<file path="src/rtl/vga_fb_arbiter_pkg.sv">
// Shared framebuffer geometry and arbiter state encoding.
// Used by the framebuffer arbiter and the renderers that share its write port.
package vga_fb_arbiter_pkg;

  localparam int unsigned H_RES    = 640;
  localparam int unsigned V_RES    = 480;
  localparam int unsigned FB_WORDS = H_RES * V_RES;
  localparam int unsigned FB_AW    = 19;
  localparam int unsigned FB_DW    = 16;

  typedef enum logic {
    ST_IDLE  = 1'b0,
    ST_BURST = 1'b1
  } arb_state_e;

endpackage

</file>
<file path="src/rtl/vga_fb_arbiter_rr_pick.sv">
// Combinational round-robin picker.
//   req   : request vector
//   ptr   : index of the last requester served; search starts at ptr+1
//   grant : one-hot winner (zero when no request)
//   idx   : binary index of the winner
//   valid : at least one request present
module vga_fb_arbiter_rr_pick #(
  parameter  int unsigned N  = 3,
  localparam int unsigned PW = $clog2(N)
) (
  input  logic [N-1:0]  req,
  input  logic [PW-1:0] ptr,
  output logic [N-1:0]  grant,
  output logic [PW-1:0] idx,
  output logic          valid
);

  always_comb begin
    logic [31:0]   cand;
    logic [PW-1:0] cidx;
    grant = '0;
    idx   = '0;
    valid = 1'b0;
    cand  = '0;
    cidx  = '0;
    // Walk ptr+1, ptr+2, ... ptr+N (mod N) so ptr itself is checked last.
    for (int unsigned i = 1; i <= N; i++) begin
      cand = (32'(ptr) + i) % N;
      cidx = PW'(cand);
      if (!valid && req[cidx]) begin
        valid       = 1'b1;
        idx         = cidx;
        grant[cidx] = 1'b1;
      end
    end
  end

endmodule

</file>
<file path="src/rtl/vga_fb_arbiter.sv">
// Round-robin burst arbiter for the single VGA framebuffer write port.
//   clk, rstn          : system clock, asynchronous active-low reset
//   req/last           : per-requester write pending / end-of-burst marker
//   addr_in/data_in    : packed per-requester address and data
//   gnt                : registered one-hot burst owner
//   ack                : owner's write accepted this cycle
//   fb_addr/data/wr    : registered framebuffer write port
//   busy               : arbiter is in a burst
//   drop_cnt           : saturating count of out-of-range writes discarded
module vga_fb_arbiter
  import vga_fb_arbiter_pkg::*;
#(
  parameter int unsigned N_REQ     = 3,
  parameter int unsigned AW        = FB_AW,
  parameter int unsigned DW        = FB_DW,
  parameter int unsigned FB_WORDS  = H_RES * V_RES,
  parameter int unsigned BURST_MAX = 16
) (
  input  logic                clk,
  input  logic                rstn,
  input  logic [N_REQ-1:0]    req,
  input  logic [N_REQ-1:0]    last,
  input  logic [N_REQ*AW-1:0] addr_in,
  input  logic [N_REQ*DW-1:0] data_in,
  output logic [N_REQ-1:0]    gnt,
  output logic [N_REQ-1:0]    ack,
  output logic [AW-1:0]       fb_addr,
  output logic [DW-1:0]       fb_data,
  output logic                fb_wr,
  output logic                busy,
  output logic [7:0]          drop_cnt
);

  localparam int unsigned PW = $clog2(N_REQ);
  localparam int unsigned CW = $clog2(BURST_MAX + 1);

  arb_state_e     state_q, state_d;
  logic [N_REQ-1:0] gnt_q, gnt_d;
  logic [PW-1:0]  ptr_q, ptr_d;
  logic [CW-1:0]  cnt_q, cnt_d;
  logic [AW-1:0]  fb_addr_q, fb_addr_d;
  logic [DW-1:0]  fb_data_q, fb_data_d;
  logic           fb_wr_q, fb_wr_d;
  logic [7:0]     drop_q, drop_d;

  logic [N_REQ-1:0] pick_gnt;
  logic [PW-1:0]    pick_idx;
  logic             pick_valid;

  logic [AW-1:0] owner_addr;
  logic [DW-1:0] owner_data;
  logic          owner_last;
  logic          accepted;
  logic          in_range;

  vga_fb_arbiter_rr_pick #(.N(N_REQ)) u_pick (
    .req   (req),
    .ptr   (ptr_q),
    .grant (pick_gnt),
    .idx   (pick_idx),
    .valid (pick_valid)
  );

  // Owner index equals ptr_q for the whole burst, so mux the owner's fields by it.
  always_comb begin
    owner_addr = '0;
    owner_data = '0;
    for (int unsigned i = 0; i < N_REQ; i++) begin
      if (ptr_q == PW'(i)) begin
        owner_addr = addr_in[i*AW +: AW];
        owner_data = data_in[i*DW +: DW];
      end
    end
  end

  assign owner_last = |(gnt_q & last);
  assign ack        = (state_q == ST_BURST) ? (gnt_q & req) : '0;
  assign accepted   = |ack;
  assign in_range   = 32'(owner_addr) < FB_WORDS;

  always_comb begin
    state_d   = state_q;
    gnt_d     = gnt_q;
    ptr_d     = ptr_q;
    cnt_d     = cnt_q;
    fb_addr_d = fb_addr_q;
    fb_data_d = fb_data_q;
    fb_wr_d   = 1'b0;
    drop_d    = drop_q;
    case (state_q)
      ST_IDLE: begin
        gnt_d = '0;
        if (pick_valid) begin
          gnt_d   = pick_gnt;
          ptr_d   = pick_idx;
          cnt_d   = '0;
          state_d = ST_BURST;
        end
      end
      ST_BURST: begin
        if (accepted) begin
          cnt_d = cnt_q + CW'(1);
          if (in_range) begin
            fb_wr_d   = 1'b1;
            fb_addr_d = owner_addr;
            fb_data_d = owner_data;
          end else if (drop_q != '1) begin
            drop_d = drop_q + 8'd1;
          end
          if (owner_last || (cnt_q == CW'(BURST_MAX - 1))) begin
            state_d = ST_IDLE;
            gnt_d   = '0;
          end
        end else begin
          // Owner withdrew its request: abandon the burst.
          state_d = ST_IDLE;
          gnt_d   = '0;
        end
      end
      default: begin
        state_d = ST_IDLE;
        gnt_d   = '0;
      end
    endcase
  end

  always_ff @(posedge clk or negedge rstn) begin
    if (!rstn) begin
      state_q   <= ST_IDLE;
      gnt_q     <= '0;
      ptr_q     <= PW'(N_REQ - 1);
      cnt_q     <= '0;
      fb_addr_q <= '0;
      fb_data_q <= '0;
      fb_wr_q   <= 1'b0;
      drop_q    <= '0;
    end else begin
      state_q   <= state_d;
      gnt_q     <= gnt_d;
      ptr_q     <= ptr_d;
      cnt_q     <= cnt_d;
      fb_addr_q <= fb_addr_d;
      fb_data_q <= fb_data_d;
      fb_wr_q   <= fb_wr_d;
      drop_q    <= drop_d;
    end
  end

  assign gnt      = gnt_q;
  assign fb_addr  = fb_addr_q;
  assign fb_data  = fb_data_q;
  assign fb_wr    = fb_wr_q;
  assign busy     = (state_q == ST_BURST);
  assign drop_cnt = drop_q;

endmodule

</file>
<file path="config.mk">
export PLATFORM = sky130hd
export DESIGN_NAME = vga_fb_arbiter
export DESIGN_NICKNAME = d
export VERILOG_FILES = /design/src/rtl/vga_fb_arbiter_pkg.sv /design/src/rtl/vga_fb_arbiter_rr_pick.sv /design/src/rtl/vga_fb_arbiter.sv
export SDC_FILE = /design/constraint.sdc
export NUM_CORES = 1
export LEC_CHECK = 0
export ABC_AREA = 1
export CAP_MARGIN = 20
export CORE_MARGIN = 2
export CORE_UTILIZATION = 45
export CTS_CLUSTER_DIAMETER = 50
export CTS_CLUSTER_SIZE = 30
export DETAILED_ROUTE_END_ITERATION = 12
export GPL_TIMING_DRIVEN = 1
export PLACE_DENSITY_LB_ADDON = 0.05
export SLEW_MARGIN = 10
export SYNTH_ARGS = -nofsm -noshare
export SYNTH_HDL_FRONTEND = slang
export SYNTH_SLANG_ARGS = --single-unit
</file>
<file path="constraint.sdc">
create_clock -name clk -period 3.21 [get_ports clk]
set_input_delay 0.642 -clock clk [delete_from_list [all_inputs] [get_ports clk]]
set_output_delay 0.642 -clock clk [all_outputs]
set_load 0.005 [all_outputs]
</file>
==> metrics.csv <==
metric,value,unit
outcome,"complete, no violations",
pin count of the biggest net entering global routing,42,
Hold Crit Class,in -> async,
die height,92.6,um
Layout Nets,778,
routability cong.,0.860,
Setup TNS,0,ns
Peak Freq,360,MHz
# IOs,164,
WL per Instance,14.6,um
num rows,32,
CP max FO,41,
grt total ovfl,0,
CTS Buf Count,5,
worst slew pin tran,0.725,ns
die width,92.6,um
Post-CTS Setup Bufs,0,
# clock sinks,55,
layout cell share with drive strength beyond 1,0.0547,
Slew headroom,0.517,
post-synthesis sequential area ratio,0.390,
most frequent cells in the layout,"clkdlybuf4s50_1, nand2_1, a21oi_1",
Critical Path Sink Type,register,
first-pass GRT wire length,18000,um
Pre-antenna DRT Iters,5,
PD cells,742,nW/um^2
TritonCTS clock tree,yes,
Multi-input gate area,1910,um^2
vias in the first global route,3830,
drt first-iter violations,159,
synth-to-layout area growth,51.0,%
"Cell Area, Synth",3530,um^2
Bufs on Longest Clock Path,2,
Fill cells,674,
fin crit share,0.865,
die area,8570,um^2
vias per cell,5.26,
final non-filler cell total,760,
Final HPWL DP,8090,um
worst setup path class,reg -> reg,
"most common cell after layout, fill and taps aside",clkdlybuf4s50_1,
crit path time final,2.78,ns
I/O Buffers,163,
Mapped Cells,505,
routed vias,3995,
unrepaired setup endpoints after global routing,false,
ANT nets after route,0,
placed insts,752,
warnings from Yosys,0,
leakage power,0.00252,uW
H-tree levels,2,
clk slew on worst S/H paths,0.09,ns
Max VDD drop,0.000388,V
"FF+latch count, synth",55,
Storage cell area,1380,um^2
Final Skew,0.00471,ns
post-synth cell types,32,
core area,7650,um^2
Power Total,3950,uW
Max Slew Vio Count,0,
hold buffer count at cts,0,
CP Launch Type,register,
Final Hold Vio Count,0,
CP Data Arrival Time,2.98,ns
initial core utilization,0.461,
clock root buffer,clkbuf_8,
antenna violations before repair,0,
Synth Net Count,626,
PostCTS Resize Cnt,0,
Remaining DRCs,0,
clock latency at the later pin of the worst-skew pair,0.31,ns
total wire length,11100,um
maxcap violations,0,
final setup vio count,0,
antenna fix cells,0,
mean post-synth cell area,6.99,um^2
GRT Overall Usage,0.261,
critical path required time,3.41,ns
routing by layer:
layer	global-route usage	up-vias	routed length, um
met5	0	-	0
met4	0.0759	0	150
met3	0.0553	11	944
met2	0.439	153	5300
met1	0.338	1840	4730
li1	-	1991	-
cell families after synthesis:
logic type | after synthesis | synth area share
AOI/OAI and AO/OA | 74 | 0.112
buffers and inverters | 59 | 0.0681
DFF | 55 | 0.390
adders and majority gates | 8 | 0.0284
and+or+nand+nor | 302 | 0.384
xor gates and xnor gates | 7 | 0.0174
final timing paths:
kind                                 start     endpoint  slack, ns  depth (start not counted)
worst max register to register    ptr_q[1]  fb_data[15]       0.43                         13
worst min register to register  fb_data[9]   fb_data[9]       0.47                          2
max in group asynchronous             rstn     ptr_q[1]       2.08                          2
worst max-delay path              ptr_q[1]  fb_data[15]       0.43                         13
worst min-delay path                  rstn  drop_cnt[4]       0.38                          1
min in group clk                fb_data[9]   fb_data[9]       0.47                          2
cells in the mapped netlist:
library cell  count  area [um^2]
buf_1             1         3.75
ha_1              8          100
buf_2            12         60.1
inv_1            22         82.6
o21ai_0           5         25.0
o21bai_1          1         7.51
dfrtp_1          54         1350
o21ai_2           1         8.76
nor3_1            1         5.00
a221oi_1          1         8.76
nand3_1          56          280
a21oi_1          63          315
clkinv_1          2         7.51
or2_2             1         6.26
nor3b_1           2         15.0
nor3_4            1         16.3
o21ai_4           1         16.3
clkbuf_1         17         63.8
nand4_1          35          219
a31oi_1           1         6.26
nand2_2           3         18.8
xor2_1            7         61.3
nor3_2            2         20.0
nand3_4           1         17.5
dfstp_2           1         26.3
a21o_1            1         7.51
nand2_1         147          552
nor2_1           51          191
buf_4             1         7.51
or2_0             1         6.26
inv_2             4         15.0
nor2_2            1         6.26
area by class of cell:
| cell class | instances | share of cell area |
|---|---|---|
| Clock buffer | 7 | 0.0143 |
| Clock inverter | 1 | 0.000940 |
| Inverter | 28 | 0.0197 |
| Multi-Input combinational cell | 391 | 0.359 |
| Sequential cell | 55 | 0.259 |
| Tap cell | 102 | 0.0240 |
| Timing Repair Buffer | 176 | 0.324 |
sequential cells by signal, indices dropped and copies added, names as in the netlist:
name,cells
busy,1
cnt_q,5
drop_cnt,8
fb_addr,19
fb_data,16
fb_wr,1
gnt,3
ptr_q,2
per-stage QoR:
step                setup WS, ns  utilization  hold slack, ns  instance area, um^2
floorplan                   1.11            -           0.346                 3530
global placement           0.496        0.686           0.452                 5250
detailed placement         0.447        0.686           0.457                 5250
CTS                        0.422        0.696           0.403                 5330
global route               0.116        0.696           0.430                 5330
finish                     0.434        0.696           0.383                 5330
critical path, stage by stage, from the launching register on:
cell,delay [ns]
dfstp_2,0.57
inv_1,0.08
ha_1,0.19
buf_4,0.27
nand2_1,0.12
nand2_1,0.05
nor2_1,0.18
nor2_2,0.09
nand2_1,0.06
nor2_1,0.05
nand2_2,0.30
nand3_4,0.42
nand2_1,0.18
nand2_1,0.07
power breakdown:
| part | total [uW] | internal, uW | switching (uW) |
|---|---|---|---|
| sequential | 1090 | 938 | 155 |
| clock | 372 | 154 | 218 |
| combinational | 2490 | 1050 | 1440 |
| total | 3950 | 2140 | 1810 |
Note: power is estimated with default switching activity, not from simulation.
